File: src/rtl/hazard_pkg.sv
// Shared types and constants for the pipeline hazard sequencer.
package hazard_pkg;

    typedef enum logic [1:0] {
        RUN   = 2'd0,
        DRAIN = 2'd1,
        TAKE  = 2'd2
    } hz_state_e;

    localparam logic [1:0] FWD_RF = 2'b00;
    localparam logic [1:0] FWD_M  = 2'b01;
    localparam logic [1:0] FWD_W  = 2'b10;

    localparam int unsigned MATCH_W = 32;

    // x0 is hardwired zero, so it never produces a hazard or a forward.
    function automatic logic reg_match(input logic [MATCH_W-1:0] x,
                                       input logic [MATCH_W-1:0] rd,
                                       input logic               en);
        return en && (rd != '0) && (rd == x);
    endfunction

endpackage

File: src/rtl/hazard_ctrl_if.sv
// Pipeline status in / stall-flush-forward controls out for the hazard sequencer.
interface hazard_ctrl_if #(
    parameter int unsigned REG_AW = 5
);
    logic [REG_AW-1:0] rs1_d;
    logic [REG_AW-1:0] rs2_d;
    logic [REG_AW-1:0] rs1_e;
    logic [REG_AW-1:0] rs2_e;
    logic [REG_AW-1:0] rd_e;
    logic [REG_AW-1:0] rd_m;
    logic [REG_AW-1:0] rd_w;
    logic              rf_en_e;
    logic              rf_en_m;
    logic              rf_en_w;
    logic              rd_en_e;
    logic              br_taken_e;
    logic              jump_e;
    logic              irq_req;

    logic              stall_f;
    logic              stall_d;
    logic              flush_d;
    logic              flush_e;
    logic [1:0]        fwd_a_sel;
    logic [1:0]        fwd_b_sel;
    logic              irq_ack;
    logic              busy;

    modport master (
        output rs1_d, rs2_d, rs1_e, rs2_e, rd_e, rd_m, rd_w,
        output rf_en_e, rf_en_m, rf_en_w, rd_en_e, br_taken_e, jump_e, irq_req,
        input  stall_f, stall_d, flush_d, flush_e, fwd_a_sel, fwd_b_sel, irq_ack, busy
    );

    modport slave (
        input  rs1_d, rs2_d, rs1_e, rs2_e, rd_e, rd_m, rd_w,
        input  rf_en_e, rf_en_m, rf_en_w, rd_en_e, br_taken_e, jump_e, irq_req,
        output stall_f, stall_d, flush_d, flush_e, fwd_a_sel, fwd_b_sel, irq_ack, busy
    );
endinterface

File: src/rtl/hazard_fwd_sel.sv
// E-stage operand forward select: M result beats W result, else regfile.
module hazard_fwd_sel
    import hazard_pkg::*;
#(
    parameter int unsigned REG_AW = 5
) (
    input  logic [REG_AW-1:0] rs,
    input  logic [REG_AW-1:0] rd_m,
    input  logic [REG_AW-1:0] rd_w,
    input  logic              en_m,
    input  logic              en_w,
    output logic [1:0]        sel_c
);

    always_comb begin
        sel_c = FWD_RF;
        if (reg_match(MATCH_W'(rs), MATCH_W'(rd_m), en_m)) begin
            sel_c = FWD_M;
        end else if (reg_match(MATCH_W'(rs), MATCH_W'(rd_w), en_w)) begin
            sel_c = FWD_W;
        end
    end

endmodule

File: src/rtl/hazard_ctrl.sv
// 5-stage pipeline hazard sequencer: stalls, flushes, forwarding and interrupt drain.
// HAZARD_FWD_EN selects operand forwarding; otherwise any RAW dependency stalls D.
module hazard_ctrl
    import hazard_pkg::*;
#(
    parameter int unsigned REG_AW       = 5,
    parameter int unsigned DRAIN_CYCLES = 3
) (
    input  logic          clk,
    input  logic          rst,
    hazard_ctrl_if.slave  hz
);

    localparam int unsigned CNT_W = $clog2(DRAIN_CYCLES + 1);

    hz_state_e        state;
    hz_state_e        state_nxt;
    logic [CNT_W-1:0] cnt;
    logic [CNT_W-1:0] cnt_nxt;

    logic       redirect_c;
    logic       hz_stall_c;
    logic [1:0] fwd_a_c;
    logic [1:0] fwd_b_c;

    assign redirect_c = hz.br_taken_e | hz.jump_e;

`ifdef HAZARD_FWD_EN
    hazard_fwd_sel #(.REG_AW(REG_AW)) u_fwd_a (
        .rs    (hz.rs1_e),
        .rd_m  (hz.rd_m),
        .rd_w  (hz.rd_w),
        .en_m  (hz.rf_en_m),
        .en_w  (hz.rf_en_w),
        .sel_c (fwd_a_c)
    );

    hazard_fwd_sel #(.REG_AW(REG_AW)) u_fwd_b (
        .rs    (hz.rs2_e),
        .rd_m  (hz.rd_m),
        .rd_w  (hz.rd_w),
        .en_m  (hz.rf_en_m),
        .en_w  (hz.rf_en_w),
        .sel_c (fwd_b_c)
    );

    // Only a load in E cannot be forwarded in time; everything else resolves via M/W.
    assign hz_stall_c = hz.rd_en_e &&
                        (reg_match(MATCH_W'(hz.rs1_d), MATCH_W'(hz.rd_e), hz.rf_en_e) ||
                         reg_match(MATCH_W'(hz.rs2_d), MATCH_W'(hz.rd_e), hz.rf_en_e));
`else
    logic raw_e_c;
    logic raw_m_c;
    logic raw_w_c;

    assign fwd_a_c = FWD_RF;
    assign fwd_b_c = FWD_RF;

    // Without bypass paths D waits until every producer has retired out of W.
    assign raw_e_c = reg_match(MATCH_W'(hz.rs1_d), MATCH_W'(hz.rd_e), hz.rf_en_e) ||
                     reg_match(MATCH_W'(hz.rs2_d), MATCH_W'(hz.rd_e), hz.rf_en_e);
    assign raw_m_c = reg_match(MATCH_W'(hz.rs1_d), MATCH_W'(hz.rd_m), hz.rf_en_m) ||
                     reg_match(MATCH_W'(hz.rs2_d), MATCH_W'(hz.rd_m), hz.rf_en_m);
    assign raw_w_c = reg_match(MATCH_W'(hz.rs1_d), MATCH_W'(hz.rd_w), hz.rf_en_w) ||
                     reg_match(MATCH_W'(hz.rs2_d), MATCH_W'(hz.rd_w), hz.rf_en_w);
    assign hz_stall_c = raw_e_c | raw_m_c | raw_w_c;
`endif

    always_ff @(posedge clk) begin
        if (rst) begin
            state <= RUN;
            cnt   <= '0;
        end else begin
            state <= state_nxt;
            cnt   <= cnt_nxt;
        end
    end

    // A redirect while draining restarts the bubble count so the new target settles first.
    always_comb begin
        state_nxt = state;
        cnt_nxt   = cnt;
        unique case (state)
            RUN: begin
                if (hz.irq_req && !redirect_c && !hz_stall_c) begin
                    state_nxt = DRAIN;
                    cnt_nxt   = CNT_W'(DRAIN_CYCLES);
                end
            end
            DRAIN: begin
                if (!hz.irq_req) begin
                    state_nxt = RUN;
                    cnt_nxt   = '0;
                end else if (redirect_c) begin
                    cnt_nxt   = CNT_W'(DRAIN_CYCLES);
                end else if (cnt == CNT_W'(1)) begin
                    state_nxt = TAKE;
                    cnt_nxt   = '0;
                end else begin
                    cnt_nxt   = cnt - CNT_W'(1);
                end
            end
            TAKE: begin
                state_nxt = RUN;
            end
            default: begin
                state_nxt = RUN;
                cnt_nxt   = '0;
            end
        endcase
    end

    always_comb begin
        hz.stall_f   = 1'b0;
        hz.stall_d   = 1'b0;
        hz.flush_d   = 1'b0;
        hz.flush_e   = 1'b0;
        hz.fwd_a_sel = FWD_RF;
        hz.fwd_b_sel = FWD_RF;
        hz.irq_ack   = 1'b0;
        hz.busy      = 1'b0;
        if (rst) begin
            hz.flush_d = 1'b1;
            hz.flush_e = 1'b1;
        end else begin
            hz.fwd_a_sel = fwd_a_c;
            hz.fwd_b_sel = fwd_b_c;
            unique case (state)
                RUN: begin
                    hz.stall_f = hz_stall_c && !redirect_c;
                    hz.stall_d = hz_stall_c && !redirect_c;
                    hz.flush_d = redirect_c;
                    hz.flush_e = redirect_c || hz_stall_c;
                end
                DRAIN: begin
                    hz.stall_f = 1'b1;
                    hz.flush_d = 1'b1;
                    hz.flush_e = redirect_c;
                    hz.busy    = 1'b1;
                end
                TAKE: begin
                    hz.irq_ack = 1'b1;
                    hz.flush_d = 1'b1;
                    hz.flush_e = 1'b1;
                    hz.busy    = 1'b1;
                end
                default: begin
                    hz.busy = 1'b1;
                end
            endcase
        end
    end

endmodule

File: src/flat_wrapper.sv
// flat-port wrapper written by rule: the top's interface ports become plain ports
module hazard_ctrl_flat import hazard_pkg::*;
#(
    parameter int unsigned REG_AW       = 5,
    parameter int unsigned DRAIN_CYCLES = 3
)
  (clk, rst, hz_rs1_d, hz_rs2_d, hz_rs1_e, hz_rs2_e, hz_rd_e, hz_rd_m, hz_rd_w, hz_rf_en_e, hz_rf_en_m, hz_rf_en_w, hz_rd_en_e, hz_br_taken_e, hz_jump_e, hz_irq_req, hz_stall_f, hz_stall_d, hz_flush_d, hz_flush_e, hz_fwd_a_sel, hz_fwd_b_sel, hz_irq_ack, hz_busy);
  hazard_ctrl_if #(.REG_AW(REG_AW)) hz_i ();
  input  logic clk;
  input  logic rst;
  input wire logic [$bits(hz_i.rs1_d)-1:0] hz_rs1_d;
  input wire logic [$bits(hz_i.rs2_d)-1:0] hz_rs2_d;
  input wire logic [$bits(hz_i.rs1_e)-1:0] hz_rs1_e;
  input wire logic [$bits(hz_i.rs2_e)-1:0] hz_rs2_e;
  input wire logic [$bits(hz_i.rd_e)-1:0] hz_rd_e;
  input wire logic [$bits(hz_i.rd_m)-1:0] hz_rd_m;
  input wire logic [$bits(hz_i.rd_w)-1:0] hz_rd_w;
  input wire logic [$bits(hz_i.rf_en_e)-1:0] hz_rf_en_e;
  input wire logic [$bits(hz_i.rf_en_m)-1:0] hz_rf_en_m;
  input wire logic [$bits(hz_i.rf_en_w)-1:0] hz_rf_en_w;
  input wire logic [$bits(hz_i.rd_en_e)-1:0] hz_rd_en_e;
  input wire logic [$bits(hz_i.br_taken_e)-1:0] hz_br_taken_e;
  input wire logic [$bits(hz_i.jump_e)-1:0] hz_jump_e;
  input wire logic [$bits(hz_i.irq_req)-1:0] hz_irq_req;
  output wire logic [$bits(hz_i.stall_f)-1:0] hz_stall_f;
  output wire logic [$bits(hz_i.stall_d)-1:0] hz_stall_d;
  output wire logic [$bits(hz_i.flush_d)-1:0] hz_flush_d;
  output wire logic [$bits(hz_i.flush_e)-1:0] hz_flush_e;
  output wire logic [$bits(hz_i.fwd_a_sel)-1:0] hz_fwd_a_sel;
  output wire logic [$bits(hz_i.fwd_b_sel)-1:0] hz_fwd_b_sel;
  output wire logic [$bits(hz_i.irq_ack)-1:0] hz_irq_ack;
  output wire logic [$bits(hz_i.busy)-1:0] hz_busy;
  assign hz_i.rs1_d = hz_rs1_d;
  assign hz_i.rs2_d = hz_rs2_d;
  assign hz_i.rs1_e = hz_rs1_e;
  assign hz_i.rs2_e = hz_rs2_e;
  assign hz_i.rd_e = hz_rd_e;
  assign hz_i.rd_m = hz_rd_m;
  assign hz_i.rd_w = hz_rd_w;
  assign hz_i.rf_en_e = hz_rf_en_e;
  assign hz_i.rf_en_m = hz_rf_en_m;
  assign hz_i.rf_en_w = hz_rf_en_w;
  assign hz_i.rd_en_e = hz_rd_en_e;
  assign hz_i.br_taken_e = hz_br_taken_e;
  assign hz_i.jump_e = hz_jump_e;
  assign hz_i.irq_req = hz_irq_req;
  assign hz_stall_f = hz_i.stall_f;
  assign hz_stall_d = hz_i.stall_d;
  assign hz_flush_d = hz_i.flush_d;
  assign hz_flush_e = hz_i.flush_e;
  assign hz_fwd_a_sel = hz_i.fwd_a_sel;
  assign hz_fwd_b_sel = hz_i.fwd_b_sel;
  assign hz_irq_ack = hz_i.irq_ack;
  assign hz_busy = hz_i.busy;
  hazard_ctrl #(.REG_AW(REG_AW), .DRAIN_CYCLES(DRAIN_CYCLES)) u_core (.clk(clk), .rst(rst), .hz(hz_i));
endmodule
File: config.mk
export PLATFORM = sky130hd
export DESIGN_NAME = hazard_ctrl_flat
export DESIGN_NICKNAME = d
export VERILOG_FILES = /design/src/rtl/hazard_pkg.sv /design/src/rtl/hazard_ctrl_if.sv /design/src/rtl/hazard_fwd_sel.sv /design/src/rtl/hazard_ctrl.sv /design/src/flat_wrapper.sv
export SDC_FILE = /design/constraint.sdc
export NUM_CORES = 1
export LEC_CHECK = 0
export ABC_AREA = 1
export BUFFER_PORTS_ARGS = -buffer_cell sky130_fd_sc_hd__clkbuf_2
export CAP_MARGIN = 20
export CORE_MARGIN = 5
export CORE_UTILIZATION = 49
export CTS_BUF_LIST = sky130_fd_sc_hd__clkbuf_8
export CTS_CLUSTER_DIAMETER = 120
export DETAILED_ROUTE_END_ITERATION = 10
export HOLD_SLACK_MARGIN = 0.05
export PLACE_DENSITY = 0.87
export RECOVER_POWER = 25
export SLEW_MARGIN = 10
export SYNTH_ARGS = -nofsm -noshare
export SYNTH_HDL_FRONTEND = slang
export SYNTH_HIERARCHICAL = 1
export SYNTH_SLANG_ARGS = --single-unit
export TNS_END_PERCENT = 30
File: constraint.sdc
create_clock -name clk -period 1.8 [get_ports clk]
set_input_delay 0.18 -clock clk [delete_from_list [all_inputs] [get_ports clk]]
set_output_delay 0.18 -clock clk [all_outputs]
set_load 0.02 [all_outputs]
==> impl_results.md, run 1 <==
* Status: finished clean
* Gr usage total at 16.9%
* IO Count at 54
* Post-DR wirelength/cell at slightly below 9 µm
* Maximum clock path buffer count at 2
* Hpwl dp at 2000 µm
* Max H-tree Level at 1
* CP Class: reg2out
* Worst setup EP type: primary output
* Buffers on Ports at 38
* VDD IR max at 0.000752 V
* Synth cell count leaders: 86 x nand2_1, 33 x inv_1, 21 x nor2_1
* Placed Cells incl. Taps at 260
* Synth Warn # at 6
* Final hold violations at 0
* Synth area leader: nand2_1
* Layout Cells excl Fill at 263
* Setup violators final at 0
* Power Dens Cells at 669 nW/µm²
* Num CTS Buffers at 3
* Via count at 1164
* Ys flop type: dfxtp_1
* Post-synth EDFFs at 0
* Post-synthesis async set-or-reset flop share at 0%
* Post-synth top area share at between 30% and 40%
* Netlist cell types at 19
* Final net count at 287
* Overall Power at 811 µW
* Mapped Avg Cell Area at 4.92 µm²
* Ant diodes at 0
* Routability cong. at 0.824
* Worst Path Required at 1.62 ns
* Tmin final at 1.63 ns
* Max Freq at about 610 MHz
* Clk_skew at 0.000440 ns
* Max Cap Viol at 0
* Final Cycle Share at 90.4%
* Die Ht at ~54 µm
* Most frequent cell after synthesis: nand2_1
* DRC Markers at 0
* Core footprint at 1920 µm²
* Sequential cell area at 80.1 µm²
* Post-CTS setup buffers at 0
* Synth Register Bits at 4
* Unrepaired setup endpoints after global routing: no
* DIE AREA at 2950 µm²
* Number of nets with antenna violations after routing at 0
* HP Class: in2reg
* Largest net degree at the start of global routing at 9
* CTS root buffer: clkbuf_8
* Grt ovf at 0
* Slew Viols, Final at 0
* Clock-pin slew on the worst setup and hold paths at 0.03 ns
* Vias in the first global route at 1022
* Share of cells above drive strength 1 at 21.6%
* CP startpoint kind: flop
* Crit path DAT at 1.45 ns
* Synth-to-Final Area Change at 25.8%
* Vias per cell at 4.43
* Sequential area share after synthesis at 8.31%
* Std-Cell Rows at 16
* Post-Route WL at 2350 µm
* Clk Latency, worst-skew pair at 0.21 ns
* CTS tree: yes
* Die W at 54.3 µm
* Leak at 0.807 nW
* Initial antenna violation count at 0
* First-pass GRT wire length at around 3800 µm
* Fill count at ~210
* Setup TNS at 0 ns
* Area contributors post-synth: nand2_1 34%, inv_1 13%, dfxtp_1 8.3%, nor2_1 8.2%, ha_1 6.5%
* DRT Pass-1 Iters at 4
* Clock sink count at 4
* Mapped cell area at 963 µm²
* Multi-input logic area at 728 µm²
* Starting Density at 50.1%
* CP Max Fanout at 8
* Initial DRC Count at 31
* Mapped Cells at about 200
-- routing by layer --
layer / GRT usage, % / vias to the layer above / share of wire (%)
met5: 0 / - / 0
met1: 22.7 / 466 / 49
met4: 0.415 / 0 / 0
li1: - / 661 / -
met3: 4.09 / 0 / 7.7
met2: 28.9 / 37 / 44
-- path summary, 6_finish.rpt --
kind,from,to,slack (ns),depth (start not counted)
worst max-delay path,u_core/state[0],hz_flush_e,0.17,7
worst min-delay path,hz_irq_req,u_core/state[1],0.37,5
worst max register to register,u_core/state[1],u_core/cnt[0],0.40,10
worst min register to register,u_core/cnt[1],u_core/cnt[1],0.53,4
-- registers in the layout, indices dropped and copies added, names as in the netlist --
name	count
u_core/cnt	2
u_core/state	2
-- critical path, cell delays in order (launching register included) --
cell	delay, ns
dfxtp_1	0.35
inv_1	0.09
ha_2	0.25
o21ai_0	0.18
nand3_1	0.09
nand2_1	0.06
nand2_1	0.05
clkbuf_2	0.16
-- kinds of logic after synthesis --
family                   count (synthesis)  synth area share (%)
AO/OA/AOI/OAI                           12                  6.62
adder cells (fa/ha/maj)                  5                  6.49
XOR/XNOR                                 7                  6.36
other                                    1                 0.389
AND/OR/NAND/NOR                        126                  54.3
flip-flops                               4                  8.31
buffers and inverters                   41                  17.5
-- stage by stage --
stage	hold slack [ns]	cell area (µm²)	util [%]	setup WS, ns
2_1_floorplan	0.392	975	-	0.312
3_3_place_gp	0.517	1170	60.8	0.292
3_5_place_dp	0.521	1170	60.8	0.277
4_1_cts	0.367	1210	63.0	0.0794
5_1_grt	0.433	1210	63.1	0.0541
6_report	0.370	1210	63.1	0.172
-- layout make-up --
cell class | count | share of cell area [%]
multi-input combinational | 154 | 60.1
timing repair buffer | 38 | 15.7
inverter | 37 | 11.5
sequential | 4 | 6.60
clock buffer | 3 | 3.41
tap | 27 | 2.79
-- power breakdown --
group          total, mW  internal [mW]  leakage [nW]  switching (mW)
registers          0.134          0.118        0.0331          0.0162
logic              0.493          0.185         0.753           0.309
clock network      0.184          0.142        0.0216          0.0421
total              0.811          0.444         0.807           0.367
-- cell usage in the layout (no fill, tap or decap), types with 2 or more instances in the layout --
cell type   n
dfxtp_1     4
clkbuf_2   38
ha_1        4
o21ai_0     8
nand3_1     9
conb_1      4
nand2_1    86
inv_1      33
nand3_2     2
clkbuf_8    3
xnor2_1     6
nand4_1     5
inv_2       4
nor2_1     21
a21oi_1     3
-- timing repair --
action / in CTS / in global routing
hold buffers: 0 / 0
setup endpoints to repair: 0 / 3
resized for setup: 0 / 1
Power figures use the tool's default switching activity.
==> inputs of run 2 (changes only) <==
Settings changed: CORE_ASPECT_RATIO set to 1.1.
==> impl_results.md, run 2 (same netlist as run 1, synthesis figures left out) <==
* Clk network pwr share at 22.8%
* Commonest non-fill, non-tap cell in the layout: nand2_1
* CTS root buffer: clkbuf_8
* Cell area after layout at 1210 µm²
* CP Max Fanout at 8
* Final net count at 287
* Worst setup EP type: primary output
* Post-CTS setup buffers at 0
* First-pass GRT wire length at 4170 µm
* Die W at 52.3 µm
* Final hold slack at 0.366 ns
* Most frequent cells in the layout: 86 x nand2_1, 38 x clkbuf_2, 33 x inv_1
* CP startpoint kind: flop
* Die Ht at 56.5 µm
* Largest net degree at the start of global routing at 9
* Final worst setup slack at 0.169 ns
* DRT Pass-1 Iters at 4
* Fill count at 184
* Initial DRC Count at 21
* Clk Latency, worst-skew pair at 0.21 ns
* Post-Route WL at 2390 µm
* R2r setup slk at 0.39 ns
* Buffers on Ports at 38
* VDD IR max at just under 0.0007 V
* Sequential cell area at 80.1 µm²
* IO Count at 54
* Setup TNS at 0 ns
* Gr usage total at a little under a fifth
* Comb pwr share at 60.8%
* Routability cong. at 0.858
* Clock sink count at 4
* CTS tree: yes
* Post-DR wirelength/cell at 9.10 µm
* Initial antenna violation count at 0
* Cells on Worst Hold Path at 5
* Clock-pin slew on the worst setup and hold paths at ~0.03 ns
* Num CTS Buffers at 3
* Ant diodes at 0
* Worst Path Required at 1.62 ns
* Setup violators final at 0
* Reg2reg start: u_core/state[1]
* R2R Path End: u_core/cnt[0]
* HP Class: in2reg
* P_sw at approximately 370 µW
* Vias in the first global route at 1036
* Cell Area, Placed at 1170 µm²
* Slew Viols, Final at 0
* Max Freq at 613 MHz
* R2R cell count at 10
* Status: finished clean
* Clk_skew at about 0.0036 ns
* Pre-CTS setup slack at between 0.2 and 0.25 ns
* DRC Markers at 0
* Cts-stage hold buffer count at 0
* Max H-tree Level at 1
* Placed Cells incl. Taps at 260
* Power Dens Cells at 669 nW/µm²
* Multi-input logic area at 728 µm²
* Leak at 0.807 nW
* Crit path DAT at 1.45 ns
* Core footprint at 1820 µm²
* Vias per cell at 4.47
* Final core utilization at 66.6%
* Maximum clock path buffer count at 2
* Tmin final at 1.63 ns
* Largest regs: u_core/cnt x2, u_core/state x2
* Number of nets with antenna violations after routing at 0
* Max Cap Viol at 0
* Min-Delay Endpoint: u_core/state[1]
* Share of cells above drive strength 1 at ~22%
* Worst hold start: hz_irq_req
* Total internal power at approximately 450 µW
* Hpwl dp at ~2100 µm
* CP Class: reg2out
* Overall Power at approximately 810 µW
* Final Cycle Share at 90.6%
* Via count at between 1000 and 1500
* Final hold violations at 0
* Layout Cells excl Fill at 263
* Sequential Power Share at 16.4%
* Synth-to-Final Area Change at 25.8%
* Unrepaired setup endpoints after global routing: no
* Switching Fraction at 45.1%
* DIE AREA at roughly 3000 µm²
* Grt ovf at 0
* Std-Cell Rows at 16
* Starting Density at 52.9%
* Resized cells post-CTS at 0
## run 2: cell counts in the layout (fill, tap and decap cells not counted)
No cell type changed its count.
## run 2: worst max-delay path: stages, from the launching register on
cell and delay (ns):
dfxtp_1 0.35, inv_1 0.09, ha_2 0.25, o21ai_0 0.18, nand3_1 0.10, nand2_1 0.07, nand2_1 0.04, clkbuf_2 0.15
## run 2: power groups by stage
| stage | sequential [mW] | combinational [mW] | clock, mW |
|---|---|---|---|
| after global routing | 0.138 | 0.571 | 0.201 |
| after detailed placement | 0.135 | 0.485 | 0 |
| after floorplan | 0.131 | 0.358 | 0 |
| after global placement | 0.134 | 0.481 | 0 |
| final | 0.133 | 0.493 | 0.185 |
| after CTS | 0.134 | 0.489 | 0.191 |
## run 2: cell type report
class                           instances  share of cell area [%]
Clock buffer                            3                    3.41
Inverter                               37                    11.5
Multi-Input combinational cell        154                    60.1
Sequential cell                         4                    6.60
Tap cell                               27                    2.79
Timing Repair Buffer                   38                    15.7
## run 2: worst max path at each step
stage / slack [ns] / endpoint / start
3_5_place_dp: 0.24 / hz_stall_f / hz_rs1_d[0]
3_3_place_gp: 0.27 / hz_stall_f / hz_rs1_d[0]
5_1_grt: 0.03 / hz_flush_e / u_core/state[0]
6_report: 0.17 / hz_flush_e / u_core/state[0]
4_1_cts: 0.09 / hz_flush_e / u_core/state[0]
2_1_floorplan: 0.31 / hz_stall_f / u_core/state[0]
## run 2: layer usage
metal  global-route usage [%]  routed length, µm  vias to the layer above
met3                     2.65                113                        4
met2                     29.8               1170                       25
met4                     8.39                 34                        0
met1                     22.5               1070                      485
met5                        0                  0                        -
li1                         -                  -                      662
==> inputs of run 3 (changes only) <==
--- a/config.mk
+++ b/config.mk
@@ -15,2 +15,3 @@
 export CTS_CLUSTER_DIAMETER = 120
+export CTS_CLUSTER_SIZE = 24
 export DETAILED_ROUTE_END_ITERATION = 10
==> constraint.sdc (replaced) <==
create_clock -name clk -period 1.8 [get_ports clk]
set_input_delay 0 -clock clk [delete_from_list [all_inputs] [get_ports clk]]
set_output_delay 0 -clock clk [all_outputs]
set_load 0.02 [all_outputs]
==> impl_results.md, run 3 (same netlist as run 1, synthesis figures left out) <==
* Clk_skew at 0.00311 ns
* HP Class: in2reg
* Fill count at 190
* R2r setup slk at 0.38 ns
* Cts-stage hold buffer count at 0
* Grt ovf at 0
* DIE AREA at 2950 µm²
* Hpwl dp at 2100 µm
* Resized cells post-CTS at 0
* Num CTS Buffers at 3
* Worst setup EP type: primary output
* Die Ht at 56.5 µm
* DRC Markers at 0
* Clk network pwr share at 22.8%
* VDD IR max at slightly above 0.0007 V
* DRT Pass-1 Iters at 4
* Largest net degree at the start of global routing at 9
* Gr usage total at 18.1%
* Crit path DAT at 1.55 ns
* Ant diodes at 0
* Clock sink count at 4
* P_sw at 369 µW
* Share of cells above drive strength 1 at 20.3%
* Die W at 52.3 µm
* Max Freq at 644 MHz
* Initial DRC Count at 31
* Final net count at 287
* Core footprint at between 1500 and 2000 µm²
* Total internal power at approximately 440 µW
* Max H-tree Level at 1
* Setup TNS at 0 ns
* Clk Latency, worst-skew pair at 0.21 ns
* Post-DR wirelength/cell at 9.12 µm
* Slew Viols, Final at 0
* Initial antenna violation count at 0
* Worst Path Required at 1.80 ns
* Buffers on Ports at 38
* CP startpoint kind: flop
* CP Max Fanout at 8
* Commonest non-fill, non-tap cell in the layout: nand2_1
* Final worst setup slack at 0.246 ns
* Final core utilization at 66.3%
* Most frequent cells in the layout: 86 x nand2_1, 36 x clkbuf_2, 33 x inv_1
* Largest regs: u_core/cnt x2, u_core/state x2
* Std-Cell Rows at 16
* Clock-pin slew on the worst setup and hold paths at 0.03 ns
* Unrepaired setup endpoints after global routing: no
* Number of nets with antenna violations after routing at 0
* Maximum clock path buffer count at 2
* Post-CTS setup buffers at 0
* Switching Fraction at 45.7%
* IO Count at 54
* First-pass GRT wire length at ~4200 µm
* Sequential Power Share at 16.4%
* Post-Route WL at 2400 µm
* Leak at about 0.8 nW
* Max Cap Viol at 0
* Final hold violations at 0
* Routability cong. at 0.870
* Vias per cell at 4.51
* Setup violators final at 0
* Comb pwr share at 60.8%
* Pre-CTS setup slack at 0.436 ns
* Final Cycle Share at 86.3%
* CP Class: reg2out
* Starting Density at 52.9%
* Synth-to-Final Area Change at 25.3%
* Via count at about 1200
* CTS root buffer: clkbuf_8
* Vias in the first global route at 1059
* Tmin final at 1.55 ns
* CTS tree: yes
* Power Dens Cells at 669 nW/µm²
* Status: finished clean
-- run 3: cell types whose count changed in the layout (fill, tap and decap cells not counted) --
cell and delta:
clkbuf_2 -2, ha_2 -1, clkbuf_1 +2, ha_1 +1
-- run 3: per-stage QoR --
step	area, µm²	cells	hold WS [ns]	power, mW
3_3_place_gp	1170	260	0.305	0.615
3_5_place_dp	1170	260	0.309	0.621
2_1_floorplan	975	199	0.0749	0.489
4_1_cts	1210	263	0.187	0.817
6_report	1210	263	0.200	0.807
5_1_grt	1210	263	0.240	0.903
-- run 3: final timing paths --
path                   start               to  cells past startpoint
min                      rst    u_core/cnt[1]                      4
max reg2reg  u_core/state[1]    u_core/cnt[0]                     10
max          u_core/state[0]       hz_flush_e                      7
min reg2reg  u_core/state[1]  u_core/state[1]                      2
-- run 3: layer usage --
layer	global-route usage [%]	wire length (µm)
met1	22.7	1050
met2	31.4	1220
met3	2.38	128
met4	5.47	0
met5	0	0
-- run 3: critical path, stage by stage (launching register included) --
cell,delay (ns)
dfxtp_1,0.35
inv_1,0.09
ha_1,0.31
o21ai_0,0.20
nand3_1,0.10
nand2_1,0.08
nand2_1,0.05
clkbuf_2,0.16
-- run 3: power groups by stage --
stage	Sequential (mW)	Combinational (mW)	Clock [mW]
2_1_floorplan	0.131	0.358	0
5_1_grt	0.137	0.565	0.201
3_3_place_gp	0.134	0.481	0
3_5_place_dp	0.134	0.487	0
6_report	0.133	0.491	0.184
4_1_cts	0.133	0.495	0.190
-- run 3: layout make-up --
class	instances	area (µm²)	share of cell area [%]
clock buffer	3	41.3	3.42
inverter	37	139	11.5
multi-input combinational	154	726	60.1
sequential	4	80.1	6.63
tap	27	33.8	2.80
timing repair buffer	38	188	15.5
